`src/rtl/pc_sequencer_if.sv`:
```
// Instruction-memory bus between the fetch sequencer (master) and memory (slave).
//   req   : fetch request, address valid
//   addr  : fetch address
//   ack   : memory accepts the request and returns rdata in the same cycle
//   rdata : fetched instruction word
interface pc_sequencer_if;
    logic        req;
    logic [31:0] addr;
    logic        ack;
    logic [31:0] rdata;

    modport master (output req, addr, input ack, rdata);
    modport slave  (input req, addr, output ack, rdata);
endinterface

```
`src/rtl/pc_sequencer.sv`:
```
// Fetch-address sequencer: drives the PC register, issues instruction fetches,
// delivers fetched instructions to decode and handles branch redirects.
// Optional feature macro: PCSEQ_EXC_EN adds the exception port (exc_req) and saved PC (epc).
// Ports:
//   clk, rst_n              clock, asynchronous active-low reset
//   pc_in                   current PC from the program counter register
//   pc_write, next_pc       PC register load strobe and value
//   stall                   blocks issue of new fetches
//   branch_valid/_target    one-cycle redirect request
//   exc_req, epc            exception request / saved PC (PCSEQ_EXC_EN only)
//   imem                    instruction-memory bus (master side)
//   fetch_valid, instr, fetch_pc  instruction delivered to decode
// All outputs except epc are combinational from state and inputs.
module pc_sequencer #(
    parameter logic [31:0] RESET_VECTOR = 32'h0000_0000,
    parameter logic [31:0] EXC_VECTOR   = 32'h0000_0004
) (
    input  logic                  clk,
    input  logic                  rst_n,
    input  logic [31:0]           pc_in,
    output logic                  pc_write,
    output logic [31:0]           next_pc,
    input  logic                  stall,
    input  logic                  branch_valid,
    input  logic [31:0]           branch_target,
`ifdef PCSEQ_EXC_EN
    input  logic                  exc_req,
    output logic [31:0]           epc,
`endif
    pc_sequencer_if.master        imem,
    output logic                  fetch_valid,
    output logic [31:0]           instr,
    output logic [31:0]           fetch_pc
);

    localparam logic [31:0] ALIGN_MASK = 32'hFFFF_FFFC;
    localparam logic [31:0] PC_STEP    = 32'd4;

    typedef enum logic [1:0] {BOOT, ISSUE, WAIT} state_t;

    state_t      state_q, state_d;
    logic        pend_q, pend_d;
    logic        pend_exc_q, pend_exc_d;
    logic [31:0] pend_tgt_q, pend_tgt_d;
    logic [31:0] addr_q, addr_d;

    logic        exc;
    logic [31:0] br_tgt;
    logic [31:0] exc_tgt;
    logic        redirect;
    logic [31:0] redirect_tgt;

`ifdef PCSEQ_EXC_EN
    assign exc = exc_req;
`else
    assign exc = 1'b0;
`endif

    // Redirect selection: exception > branch this cycle > pending target.
    assign br_tgt       = branch_target & ALIGN_MASK;
    assign exc_tgt      = EXC_VECTOR & ALIGN_MASK;
    assign redirect     = exc | branch_valid | pend_q;
    assign redirect_tgt = exc ? exc_tgt : (branch_valid ? br_tgt : pend_tgt_q);

    // State register.
    always_ff @(posedge clk or negedge rst_n) begin
        if (!rst_n) begin
            state_q    <= BOOT;
            pend_q     <= 1'b0;
            pend_exc_q <= 1'b0;
            pend_tgt_q <= 32'd0;
            addr_q     <= RESET_VECTOR;
        end else begin
            state_q    <= state_d;
            pend_q     <= pend_d;
            pend_exc_q <= pend_exc_d;
            pend_tgt_q <= pend_tgt_d;
            addr_q     <= addr_d;
        end
    end

    // Next-state and output decode.
    always_comb begin
        state_d     = state_q;
        pend_d      = pend_q;
        pend_exc_d  = pend_exc_q;
        pend_tgt_d  = pend_tgt_q;
        addr_d      = addr_q;
        pc_write    = 1'b0;
        next_pc     = 32'd0;
        imem.req    = 1'b0;
        imem.addr   = 32'd0;
        fetch_valid = 1'b0;
        instr       = 32'd0;
        fetch_pc    = 32'd0;

        case (state_q)
            BOOT: begin
                pc_write = 1'b1;
                next_pc  = RESET_VECTOR;
                state_d  = ISSUE;
            end
            ISSUE: begin
                if (redirect) begin
                    pc_write   = 1'b1;
                    next_pc    = redirect_tgt;
                    pend_d     = 1'b0;
                    pend_exc_d = 1'b0;
                end else if (!stall) begin
                    imem.req  = 1'b1;
                    imem.addr = pc_in;
                    if (imem.ack) begin
                        pc_write    = 1'b1;
                        next_pc     = pc_in + PC_STEP;
                        fetch_valid = 1'b1;
                        instr       = imem.rdata;
                        fetch_pc    = pc_in;
                    end else begin
                        addr_d  = pc_in;
                        state_d = WAIT;
                    end
                end
            end
            WAIT: begin
                // Request stays up until accepted; stall cannot retract it.
                imem.req  = 1'b1;
                imem.addr = addr_q;
                if (imem.ack) begin
                    pc_write    = 1'b1;
                    next_pc     = redirect ? redirect_tgt : addr_q + PC_STEP;
                    fetch_valid = !redirect;
                    instr       = redirect ? 32'd0 : imem.rdata;
                    fetch_pc    = redirect ? 32'd0 : addr_q;
                    pend_d      = 1'b0;
                    pend_exc_d  = 1'b0;
                    state_d     = ISSUE;
                end else if (exc) begin
                    pend_d     = 1'b1;
                    pend_exc_d = 1'b1;
                    pend_tgt_d = exc_tgt;
                end else if (branch_valid && !pend_exc_q) begin
                    // Latest branch wins, but never displaces a pending exception.
                    pend_d     = 1'b1;
                    pend_tgt_d = br_tgt;
                end
            end
            default: begin
                state_d = BOOT;
            end
        endcase

        if (!rst_n) begin
            pc_write    = 1'b0;
            next_pc     = 32'd0;
            imem.req    = 1'b0;
            imem.addr   = 32'd0;
            fetch_valid = 1'b0;
            instr       = 32'd0;
            fetch_pc    = 32'd0;
        end
    end

`ifdef PCSEQ_EXC_EN
    logic [31:0] epc_q, epc_d;

    // epc captures the PC the sequencer would have used had the exception not arrived.
    always_comb begin
        epc_d = epc_q;
        if (exc_req && !pend_exc_q) begin
            case (state_q)
                ISSUE:   epc_d = branch_valid ? br_tgt : (pend_q ? pend_tgt_q : pc_in);
                WAIT:    epc_d = branch_valid ? br_tgt :
                                 (pend_q ? pend_tgt_q : (imem.ack ? addr_q + PC_STEP : addr_q));
                default: epc_d = epc_q;
            endcase
        end
    end

    always_ff @(posedge clk or negedge rst_n) begin
        if (!rst_n) begin
            epc_q <= 32'd0;
        end else begin
            epc_q <= epc_d;
        end
    end

    assign epc = epc_q;
`endif

endmodule
```
`src/flat_wrapper.sv`:
```
// flat-port wrapper written by rule: the top's interface ports become plain ports
module pc_sequencer_flat 
#(
    parameter logic [31:0] RESET_VECTOR = 32'h0000_0000,
    parameter logic [31:0] EXC_VECTOR   = 32'h0000_0004
)
  (clk, rst_n, pc_in, pc_write, next_pc, stall, branch_valid, branch_target, fetch_valid, instr, fetch_pc, imem_req, imem_addr, imem_ack, imem_rdata);
  pc_sequencer_if imem_i ();
  input  logic clk;
  input  logic rst_n;
  input  logic [31:0] pc_in;
  output logic pc_write;
  output logic [31:0] next_pc;
  input  logic stall;
  input  logic branch_valid;
  input  logic [31:0] branch_target;
  output logic fetch_valid;
  output logic [31:0] instr;
  output logic [31:0] fetch_pc;
  output wire logic [$bits(imem_i.req)-1:0] imem_req;
  output wire logic [$bits(imem_i.addr)-1:0] imem_addr;
  input wire logic [$bits(imem_i.ack)-1:0] imem_ack;
  input wire logic [$bits(imem_i.rdata)-1:0] imem_rdata;
  assign imem_req = imem_i.req;
  assign imem_addr = imem_i.addr;
  assign imem_i.ack = imem_ack;
  assign imem_i.rdata = imem_rdata;
  pc_sequencer #(.RESET_VECTOR(RESET_VECTOR), .EXC_VECTOR(EXC_VECTOR)) u_core (.clk(clk), .rst_n(rst_n), .pc_in(pc_in), .pc_write(pc_write), .next_pc(next_pc), .stall(stall), .branch_valid(branch_valid), .branch_target(branch_target), .imem(imem_i), .fetch_valid(fetch_valid), .instr(instr), .fetch_pc(fetch_pc));
endmodule
```
`config.mk`:
```
export PLATFORM = sky130hd
export DESIGN_NAME = pc_sequencer_flat
export DESIGN_NICKNAME = d
export VERILOG_FILES = /design/src/rtl/pc_sequencer_if.sv /design/src/rtl/pc_sequencer.sv /design/src/flat_wrapper.sv
export SDC_FILE = /design/constraint.sdc
export NUM_CORES = 1
export LEC_CHECK = 0
export BUFFER_PORTS_ARGS = -buffer_cell sky130_fd_sc_hd__buf_2
export CAP_MARGIN = 20
export CORE_ASPECT_RATIO = 0.6
export CORE_MARGIN = 5
export CORE_UTILIZATION = 43
export CTS_BUF_LIST = sky130_fd_sc_hd__clkbuf_4 sky130_fd_sc_hd__clkbuf_8
export CTS_CLUSTER_SIZE = 28
export DETAILED_ROUTE_END_ITERATION = 10
export PLACE_DENSITY = 0.73
export SLEW_MARGIN = 10
export SYNTH_ARGS = -nofsm -noshare
export SYNTH_HDL_FRONTEND = slang
export SYNTH_SLANG_ARGS = --single-unit
```
`constraint.sdc`:
```
create_clock -name clk -period 2.2 [get_ports clk]
set_clock_uncertainty 0.1 [all_clocks]
set_input_delay 0 -clock clk [delete_from_list [all_inputs] [get_ports clk]]
set_output_delay 0 -clock clk [all_outputs]
set_load 0.02 [all_outputs]
```
### Word-level counts from Yosys, hierarchy flattened

Index checks and enable logic that the tools add are counted.

| operators by class | value |
|---|---|
| muxes and demuxes | 50 |
| reductions and logical operators | 10 |
| add/subtract/negate cells | 2 |
| eq/ne operators | 8 |
| bitwise logic cells | 4 |

Operators by type and width:

| operator | count |
|---|---|
| two-way mux 32 bit | 22 |
| case mux 32 bit (2 select lines) | 4 |
| adder 32 x 3 -> 32 bit, second input constant | 2 |
| two-way mux 1 bit | 14 |
| AND reduction 3 bit | 3 |
| two-way mux 2 bit | 4 |
| inequality test 2 bit, second input constant | 4 |
| case mux 1 bit (2 select lines) | 4 |
| AND reduction 4 bit | 2 |
| case mux 2 bit (3 select lines) | 1 |
| inequality test 3 x 2 -> 1 bit, second input constant | 1 |
| inverter 1 bit | 3 |
| case mux 1 bit (3 select lines) | 1 |
| == test 2 x 1 -> 1 bit, second input constant | 1 |
| == test 2 bit, second input constant | 1 |
| zero test 1 bit | 2 |
| zero test 2 bit | 1 |
| inequality test 2 x 1 -> 1 bit, second input constant | 1 |
| nonzero test 2 bit | 1 |
| logical AND 1 bit | 1 |
| OR 1 bit | 1 |

| storage, ports and cells | value |
|---|---|
| input bits | 101 |
| word-level logic and storage cells | 79 |
| output and inout bits | 131 |
| bits in registers | 66 |

### Longest topological paths before layout

Gate-level depths: netlist of run 1.

| depth | value |
|---|---|
| word-level depth | 6 |
| gate-level depth with buffers | 11 |
| mapped depth without buffers | 7 |

### Worst setup path after synthesis of run 1

Ideal clock, no wire load.

| timing | value |
|---|---|
| path kind | register to output |
| start point | register u_core.state_q[1] |
| end point | output next_pc[1] |
| data arrival time | 2.423 ns |
| path buffers | 5 |
| cell stages (with the launch flop) | 12 |
| path slack | -0.323 ns |
| cell sequence | dfrtp_1 inv_1 ha_1 buf_2 and3b_1 clkbuf_1 and2_1 clkbuf_1 clkbuf_1 a22oi_1 nor2_1 buf_4 |

| between the ends | value |
|---|---|
| cells in the longest elaborated chain, start to end | 3 |
| elaborated cells on any way between the ends | 4 |
| classes of those cells | 2 x eq/ne; 2 x mux |

RTL lines:

| element | line | source |
|---|---|---|
| start, declared | pc_sequencer.sv:41 | `state_t state_q, state_d;` |
| start signal, assigned | pc_sequencer.sv:74 | `state_q <= state_d;` |
| == test 2 bit or == test 2 x 1 -> 1 bit (tied branches) | pc_sequencer.sv:97 | `case (state_q)` |
| case mux 32 bit (2 select lines) (*) | pc_sequencer.sv:97 |  |
| two-way mux 32 bit (*) | pc_sequencer.sv:152 | `if (!rst_n) begin` |
| end, declared | flat_wrapper.sv:13 | `output logic [31:0] next_pc;` |

Mark *: on every way between the ends. The rest lies on a longest branch, timed or not.

### Worst setup path in the final report of run 1

| timing | value |
|---|---|
| start point | register u_core.addr_q[21] |
| end point | output next_pc[31] |

| between the ends | value |
|---|---|
| cells in the longest elaborated chain, start to end | 5 |

RTL lines:

| element | line | source |
|---|---|---|
| start, declared | pc_sequencer.sv:45 | `logic [31:0] addr_q, addr_d;` |
| start signal, assigned | pc_sequencer.sv:78 | `addr_q <= addr_d;` |
| adder 32 x 3 -> 32 bit | pc_sequencer.sv:130 | `next_pc = redirect ? redirect_tgt : addr_q + PC_STEP;` |
| two-way mux 32 bit | pc_sequencer.sv:130 |  |
| two-way mux 32 bit | pc_sequencer.sv:128 | `if (imem.ack) begin` |
| case mux 32 bit (2 select lines) | pc_sequencer.sv:97 |  |
| two-way mux 32 bit | pc_sequencer.sv:152 |  |

Every way passes these cells.

==> flow_metrics.tcl, run 1 <==
set metrics [dict create \
    status "complete, but fails checks" \
    violations "setup timing" \
    finalCriticalPeriod_ns 2.453 \
    switching_share 0.4523 \
    gp_congestion 0.9760 \
    drt-initial-drc-count 1246 \
    nets 1199 \
    maxCapViolCount 0 \
    dr.pass1.iters 6 \
    port_buffers 229 \
    chipWidth_microns 161.3 \
    synth-xor-area-share 0.03410 \
    yosys_warnings 0 \
    grt_pass1_vias 7245 \
    slowest_stage "or4_4" \
    post-synth-top-count-cell "nor2_1" \
    cts_max_path_buffers 2 \
    synth.distinct_cells 58 \
    vias_per_cell 6.446 \
    power.leakage_uw 0.004474 \
    ys.flop_type "dfrtp_1" \
    start_util 0.4362 \
    cp.buffers_inverters 1 \
    wl_mm 31.90 \
    finalSetupTns_ns -9.530 \
    synth.area.top_cells "dfrtp_1 (28%), mux2_2 (11%), a22oi_1 (8.8%)" \
    maxSlewHeadroom 0.4033 \
    path_delay_family "simple AND/OR/NAND/NOR gates" \
    placed_cell_area_sq_um 7744 \
    rows 33 \
    cts.clk_slew.worst_paths_ns 0.08 \
    seq_area_frac_synth 0.2754 \
    vdd_drop_max_mv 0.5359 \
    insertion_delay_ns 0.38 \
    hold_end "u_core.pend_q" \
    r2r_end "u_core.addr_q[12]" \
    cp.required_ns 2.10 \
    r2r_cells 8 \
    yosys_register_bits 65 \
    p_comb_frac 0.630 \
    final-setup-viol-count 93 \
    worst_setup_path_end_kind "output port" \
    power_per_cell_area_nw_per_um2 903.6 \
    drive_above_1_share 0.5916 \
    cts_tree "done" \
    synthMuxAreaShare 0.1229 \
    drc 0 \
    fin_crit_sh 1.115 \
    r2r_slack_ns 0.03 \
    syn_to_final_growth_pct 80.26 \
    p_sw_uw 4352 \
    postRouteAntennaNets 0 \
    synth_top_family_by_area "compound AO/OA/AOI/OAI gates" \
    worstPathArrival_ns 2.35 \
    hold_viol 0 \
    die_h_microns 100.8 \
    yosys.area_share.adder 0.01271 \
    crit_chain "nand4_1, or4_4, o31a_1, o21ai_1, a31oi_1, buf_4" \
    htree_levels 3 \
    hold_path_depth 4 \
    syn_avg_cell_area_sq_um 8.159 \
    die-area_sq_um 16260 \
    hp-class "input port to register" \
    hpwl_mm 18.96 \
    pin_count 232 \
    grt_pass1_wl_mm 41.71 \
    report.final.slew_viol_count 0 \
    tightest_slew_ns 0.8950 \
    synthesis.area_sq_um 5907 \
    grt_util_all_layers 0.3275 \
    yosys.area.top_type_share 0.2754 \
    max_stage_delay_ns 0.63 \
    wl_per_cell_microns 25.07 \
    synth-edff-count 0 \
    synth-simple-area-share 0.2423 \
    core_area_sq_um 13540 \
    clock-sinks 65 \
    cell_internal_pwr_uw 5269 \
    antenna_found_initial 0 \
    synthesis.instances 724 \
    cts_root_buf "clkbuf_8" \
    cp_max_fo 6 \
    rsz0062_at_grt "true" \
    via_count 8199 \
    cts_buffers 9 \
    grt_start_max_net_pins 65 \
    post-synth-top-area-cell "dfrtp_1" \
    p_clk_frac 0.141 \
    syn_nets 831 \
    r2r_start "u_core.state_q[0]" \
    fin_area_sq_um 10650 \
    p_seq_frac 0.229 \
    startpoint_type "register" \
    fmax_ghz 0.4076 \
    synth_commonest_cells "nor2_1 (85), a22oi_1 (69), dfrtp_1 (65), mux2_2 (60), clkbuf_1 (54)" \
    diodes 0 \
    grt_overflow 0 \
    crit_type "register to output port" \
    hold_path_startpoint "branch_valid" \
    synthArstFlopShare 1.000 \
    setup_ws_ns -0.2533 \
    synth-compound-area-share 0.2436 \
]
cell type report:
class	count	area, sq um
tap	175	219.0
inverter	9	33.78
clock inverter	6	115.1
fill	829	2895
timing repair buffer	435	3726
multi-input combinational	572	4795
sequential	65	1628
clock buffer	10	131.4
worst register-to-register path, cell delays in order (launching register included):
cell and delay [ns]:
dfrtp_1 0.40, buf_6 0.13, ha_4 0.16, buf_6 0.10, nor3b_4 0.21, buf_12 0.18
nor2b_4 0.22, buf_12 0.19, mux2_2 0.37
sequential cells by signal, indices dropped and copies added, names as in the netlist:
register / flops
u_core.addr_q: 32
u_core.pend_q: 1
u_core.state_q: 2
u_core.pend_tgt_q: 30
layer usage:
metal / track usage / vias to the layer above / wire (microns)
met1: 0.4843 / 3929 / 12630
met5: 0 / - / 0
met2: 0.4744 / 695 / 13750
li1: - / 3458 / -
met3: 0.1030 / 117 / 4474
met4: 0.05505 / 0 / 1035
cell families after synthesis:
logic type,Yosys count
AND/OR/NAND/NOR,273
AO/OA/AOI/OAI,205
buffers and inverters,87
multiplexers,65
flip-flops,65
XOR/XNOR,23
adder cells (fa/ha/maj),6
worst max-delay path by stage:
stage                 startpoint          end  slack (ns)  depth (start not counted)
2_1_floorplan  u_core.state_q[1]   next_pc[1]       -0.03                         11
3_3_place_gp   u_core.state_q[1]  next_pc[20]        0.06                          8
3_5_place_dp   u_core.state_q[1]  next_pc[20]        0.03                          8
4_1_cts        u_core.addr_q[28]  next_pc[31]       -0.15                          6
5_1_grt        u_core.addr_q[21]  next_pc[31]       -0.31                          6
6_report       u_core.addr_q[21]  next_pc[31]       -0.25                          6
cells in the final DEF (no fill, tap or decap), drive strengths merged, types with 4 or more instances in the layout:
cell	Yosys	routed
clkbuf	56	17
nor2	86	86
or4	7	7
and4	4	4
nand3	24	24
nand2	32	32
mux2i	5	5
xnor2	9	9
o31a	18	18
inv	9	10
and2	40	40
ha	6	6
o21a	7	7
xor2	14	14
and3	11	11
buf	22	362
nor3	17	17
nand4	15	15
o21ai	34	34
a221oi	4	4
dfrtp	65	65
mux2	60	60
a31oi	12	12
o211ai	4	4
a21oi	21	21
a22oi	69	69
o22ai	10	10
dlygate4sd3	0	66
nor4	25	25
o221ai	14	14
power groups by stage:
stage	Combinational (uW)	Clock (uW)	Sequential (uW)
after floorplan	2410	0	2120
after global placement	4100	0	2070
after detailed placement	4160	0	2100
after CTS	4840	1350	2110
after global routing	6270	1400	2240
final	6060	1360	2200
timing repair:
item,4_1_cts,5_1_grt
buffers inserted,18,16
resized for setup,191,229
hold endpoints to repair,129,0
endpoints found under the setup margin,130,121
pin swaps,50,107
gates cloned,5,10
hold buffers,66,0
through the flow:
step	util	hold WS, ns	std cells	setup slack [ns]	power (uW)
2_1_floorplan	-	-0.3956	724	-0.02727	4533
3_3_place_gp	0.5718	-0.2675	1143	0.06416	6168
3_5_place_dp	0.5718	-0.2714	1143	0.03346	6268
4_1_cts	0.6998	0.04365	1247	-0.1522	8299
5_1_grt	0.7862	0.07881	1272	-0.3117	9910
6_report	0.7862	0.05538	1272	-0.2533	9621
Power figures use the tool's default switching activity.
==> inputs of run 2 (changes only) <==
CORE_ASPECT_RATIO = unset   (was 0.6)
==> flow_metrics.tcl, run 2 (same netlist as run 1, synthesis figures left out) <==
set metrics [dict create \
    status "complete, but fails checks" \
    violations "setup timing" \
    fmax_ghz 0.3945 \
    tightest_slew_ns 0.7095 \
    max_stage_delay_ns 0.44 \
    cts_max_path_buffers 2 \
    worstPathArrival_ns 2.43 \
    clock-sinks 65 \
    htree_levels 3 \
    grt_start_max_net_pins 53 \
    grt_overflow 0 \
    final_common_cell "buf_4" \
    postRouteAntennaNets 0 \
    slowest_stage "dfrtp_1" \
    fin_hold_ws_ns 0.09270 \
    cp_max_fo 5 \
    rsz0062_at_grt "true" \
    crit_cells 9 \
    cp.required_ns 2.10 \
    nFillCells 748 \
    fin_crit_sh 1.152 \
    start_util 0.4425 \
    largest_reg_flops 32 \
    maxCapViolCount 0 \
    cts_root_buf "clkbuf_8" \
    drc 0 \
    hpwl_mm 17.35 \
    startpoint_type "register" \
    finalCriticalPeriod_ns 2.535 \
    hold_viol 0 \
    vias_per_cell 6.565 \
    hp-class "input port to register" \
    dr.pass1.iters 7 \
    wl_per_cell_microns 25.10 \
    grt_pass1_vias 7025 \
    regMostFlops "u_core.addr_q" \
    nets 1189 \
    r2r_cells 7 \
    power.leakage_uw 0.004411 \
    die-area_sq_um 16180 \
    crit_chain "inv_2, ha_4, buf_6, nor3b_4, buf_6, clkbuf_16, a22oi_2, nor2_1, buf_4" \
    vdd_drop_max_mv 0.4670 \
    drt-initial-drc-count 1282 \
    power_per_cell_area_nw_per_um2 907.9 \
    cp.buffers_inverters 5 \
    setup_ws_ns -0.3346 \
    via_count 8285 \
    final_cell_mix "buf_4 (142), buf_2 (115), nor2_1 (74), buf_6 (74), dlygate4sd3_1 (65)" \
    preCtsSetupSlack_ns 0.06872 \
    top_regs "u_core.addr_q x32, u_core.pend_tgt_q x30, u_core.state_q x2" \
    report.final.slew_viol_count 0 \
    cts_buffers 9 \
    die_h_microns 127.2 \
    grt_pass1_wl_mm 37.76 \
    maxSlewHeadroom 0.5270 \
    chipWidth_microns 127.2 \
    worst_setup_path_end_kind "output port" \
    drive_above_1_share 0.5773 \
    cts_tree "done" \
    final-setup-viol-count 160 \
    core_area_sq_um 13350 \
    cts.clk_slew.worst_paths_ns 0.08 \
    grt_util_all_layers 0.2898 \
    crit_type "register to output port" \
    diodes 0 \
    antenna_found_initial 0 \
    hold_path_depth 4 \
    insertion_delay_ns 0.38 \
    wl_mm 31.68 \
    port_buffers 229 \
    path_delay_family "buffers and inverters" \
    syn_to_final_growth_pct 79.98 \
    pin_count 232 \
    gp_congestion 0.9324 \
    rows 42 \
    path_common_cell "buf_6" \
]
==> run 2: cell types whose count changed in the layout (fill, tap and decap cells not counted), sizes merged <==
cell         change
clkinv           -1
bufinv           -2
inv              -1
clkbuf           +6
dlygate4sd3      -1
buf             -12
==> run 2: worst register-to-register path, stage by stage, from the launching register on <==
cell	delay [ns]
dfrtp_1	0.44
inv_2	0.17
ha_4	0.20
buf_6	0.12
nor3b_4	0.31
nor2b_4	0.28
buf_12	0.18
mux2_2	0.37
==> run 2: metrics by stage <==
stage | instances | utilization | setup TNS [ns] | instance area (sq um) | power (uW)
finish | 1262 | 0.7965 | -26.52 | 10630 | 9652
global route | 1262 | 0.7965 | -31.85 | 10630 | 9991
CTS | 1226 | 0.6817 | -2.300 | 9099 | 7827
detailed placement | 1131 | 0.5748 | 0 | 7672 | 6118
global placement | 1131 | 0.5748 | 0 | 7672 | 6024
floorplan | 724 | - | -0.02727 | 6002 | 4533
==> run 2: final timing paths <==
| path | slack, ns | start | end |
|---|---|---|---|
| worst max register to register | -0.08 | u_core.state_q[1] | u_core.addr_q[29] |
| worst max-delay path | -0.33 | u_core.state_q[1] | imem_addr[2] |
| worst min register to register | 0.41 | u_core.pend_tgt_q[24] | u_core.pend_tgt_q[24] |
| min in group asynchronous | 0.27 | rst_n | u_core.state_q[0] |
| max in group asynchronous | 0.98 | rst_n | u_core.addr_q[2] |
| worst min-delay path | 0.09 | branch_valid | u_core.pend_q |
==> run 2: power by group <==
group / internal (uW) / total [uW] / switching [uW] / leakage [uW]
Clock: 606 / 1130 / 524 / 0.000103
Sequential: 1740 / 2190 / 450 / 0.000816
Combinational: 2970 / 6330 / 3360 / 0.00349
Total: 5310 / 9650 / 4340 / 0.00441
==> run 2: cell type report <==
cell class,instances,area [sq um],area share
Tap cell,176,220.2,0.02071
Multi-Input combinational cell,572,4806,0.4520
Timing Repair Buffer,425,3739,0.3517
Sequential cell,65,1629,0.1532
Inverter,9,33.78,0.003178
Clock buffer,13,166.4,0.01565
Clock inverter,2,37.54,0.003531
==> run 2: timing repair <==
item	4_1_cts	5_1_grt
gates cloned	1	14
buffers inserted	14	22
setup endpoints to repair	129	117
pin swaps	20	131
gates resized for setup	123	302
hold buffers	65	0
endpoints found under the hold margin	129	0
==> run 2: layer usage <==
metal  routed length [microns]  global-route usage
met1                     11160              0.4056
met2                     14410              0.4514
met4                      2246             0.08770
met3                      3862             0.06093
met5                         0                   0
==> inputs of run 3 (changes only) <==
CORE_UTILIZATION = 40   (was 43)
PLACE_DENSITY = 0.66   (was 0.73)
clock period = 3.2 ns   (was 2.2 ns; I/O delays follow)
==> flow_metrics.tcl, run 3 (same netlist as run 1, synthesis figures left out) <==
set metrics [dict create \
    cts_max_path_buffers 2 \
    gp_congestion 0.9482 \
    max_stage_delay_ns 0.58 \
    rows 44 \
    fin_total_pwr_uw 4644 \
    startpoint_type "register" \
    clock-sinks 65 \
    power.leakage_uw 0.003541 \
    drc 0 \
    postRouteAntennaNets 0 \
    finalSetupTns_ns 0 \
    fin_hold_ws_ns 0.03067 \
    cts_tree "done" \
    regMostFlops "u_core.addr_q" \
    setup_ws_ns 0.2873 \
    fin_crit_sh 0.9102 \
    top_regs "u_core.addr_q x32, u_core.pend_tgt_q x30, u_core.state_q x2" \
    chipWidth_microns 131.5 \
    tightest_slew_ns 0.7354 \
    worstPathArrival_ns 2.81 \
    port_buffers 229 \
    worst_setup_path_end_kind "output port" \
    path_delay_family "simple AND/OR/NAND/NOR gates" \
    hpwl_mm 16.15 \
    cts.clk_slew.worst_paths_ns 0.07 \
    grt_overflow 0 \
    report.final.slew_viol_count 0 \
    fmax_ghz 0.3433 \
    drt-initial-drc-count 674 \
    grt_start_max_net_pins 53 \
    cts_resized 0 \
    cts_root_buf "clkbuf_8" \
    core_area_sq_um 14530 \
    nets 1077 \
    die_h_microns 131.5 \
    status "complete, no violations" \
    grt_pass1_vias 6387 \
    cp.required_ns 3.10 \
    maxSlewHeadroom 0.5083 \
    hp-class "input port to async pin" \
    dr.pass1.iters 5 \
    maxCapViolCount 0 \
    vdd_drop_max_mv 0.3305 \
    final-setup-viol-count 0 \
    preCtsSetupSlack_ns 0.7097 \
    crit_type "register to output port" \
    slowest_stage "or4_1" \
    htree_levels 3 \
    finalCriticalPeriod_ns 2.913 \
    drive_above_1_share 0.3464 \
    crit_chain "and4_1, nand2_1, or4_1, a21o_1, a31oi_1, buf_2" \
    wl_mm 22.02 \
    antenna_found_initial 0 \
    syn_to_final_growth_pct 34.12 \
    pin_count 232 \
    power_per_cell_area_nw_per_um2 586.2 \
    cts_buffers 9 \
    via_count 6753 \
    die-area_sq_um 17300 \
    diodes 0 \
    vias_per_cell 5.837 \
    insertion_delay_ns 0.36 \
    cp_max_fo 15 \
    start_util 0.4064 \
    grt_pass1_wl_mm 34.83 \
    final_common_cell "buf_2" \
    grt_util_all_layers 0.2423 \
    hold_viol 0 \
    rsz0062_at_grt "false" \
    largest_reg_flops 32 \
    final_cell_mix "buf_2 (229), nor2_1 (85), a22oi_1 (69), dlygate4sd3_1 (66), dfrtp_1 (65)" \
    cp.buffers_inverters 1 \
    wl_per_cell_microns 19.03 \
]
run 3: final timing paths:
path,start,endpoint,slack (ns),cells after the start
worst max-delay path,u_core.addr_q[4],next_pc[27],0.29,6
worst min-delay path,rst_n,u_core.addr_q[31],0.03,2
worst max register to register,u_core.state_q[0],u_core.pend_tgt_q[22],0.88,6
worst min register to register,u_core.pend_tgt_q[5],u_core.pend_tgt_q[5],0.40,1
max in group asynchronous,rst_n,u_core.addr_q[21],1.95,3
min in group clk,imem_rdata[10],instr[10],0.22,3
run 3: where the power goes:
| part | internal [uW] | switching [uW] | leakage [uW] |
|---|---|---|---|
| Clock | 447 | 313 | 0.000102 |
| Combinational | 933 | 1260 | 0.00262 |
| Sequential | 1190 | 500 | 0.000819 |
run 3: metrics by stage:
step                      instance area [sq um]  utilization  cells
after global routing                       7923       0.5451   1157
after detailed placement                   7056       0.4855   1077
after floorplan                            5907            -    724
final                                      7923       0.5451   1157
after global placement                     7048       0.4849   1076
after CTS                                  7923       0.5451   1157
run 3: what timing repair did:
| action | 4_1_cts | 5_1_grt |
|---|---|---|
| hold buffers | 66 | 0 |
| buffers inserted | 0 | 0 |
| setup endpoints to repair | 0 | 0 |
| hold endpoints to repair | 81 | 0 |
run 3: final cells by class:
class	count	area, sq um
Multi-Input combinational cell	572	3884
Timing Repair Buffer	313	1942
Inverter	9	33.78
Sequential cell	65	1627
Clock buffer	11	138.9
Tap cell	184	230.2
Fill cell	1415	6611
Clock inverter	3	67.56
run 3: per-layer routing:
layer,up-vias,GRT usage,share of wire
met2,287,0.3883,0.47
met1,3230,0.3374,0.44
met5,-,0,0
li1,3204,-,-
met4,0,0.06400,0.017
met3,32,0.04396,0.074
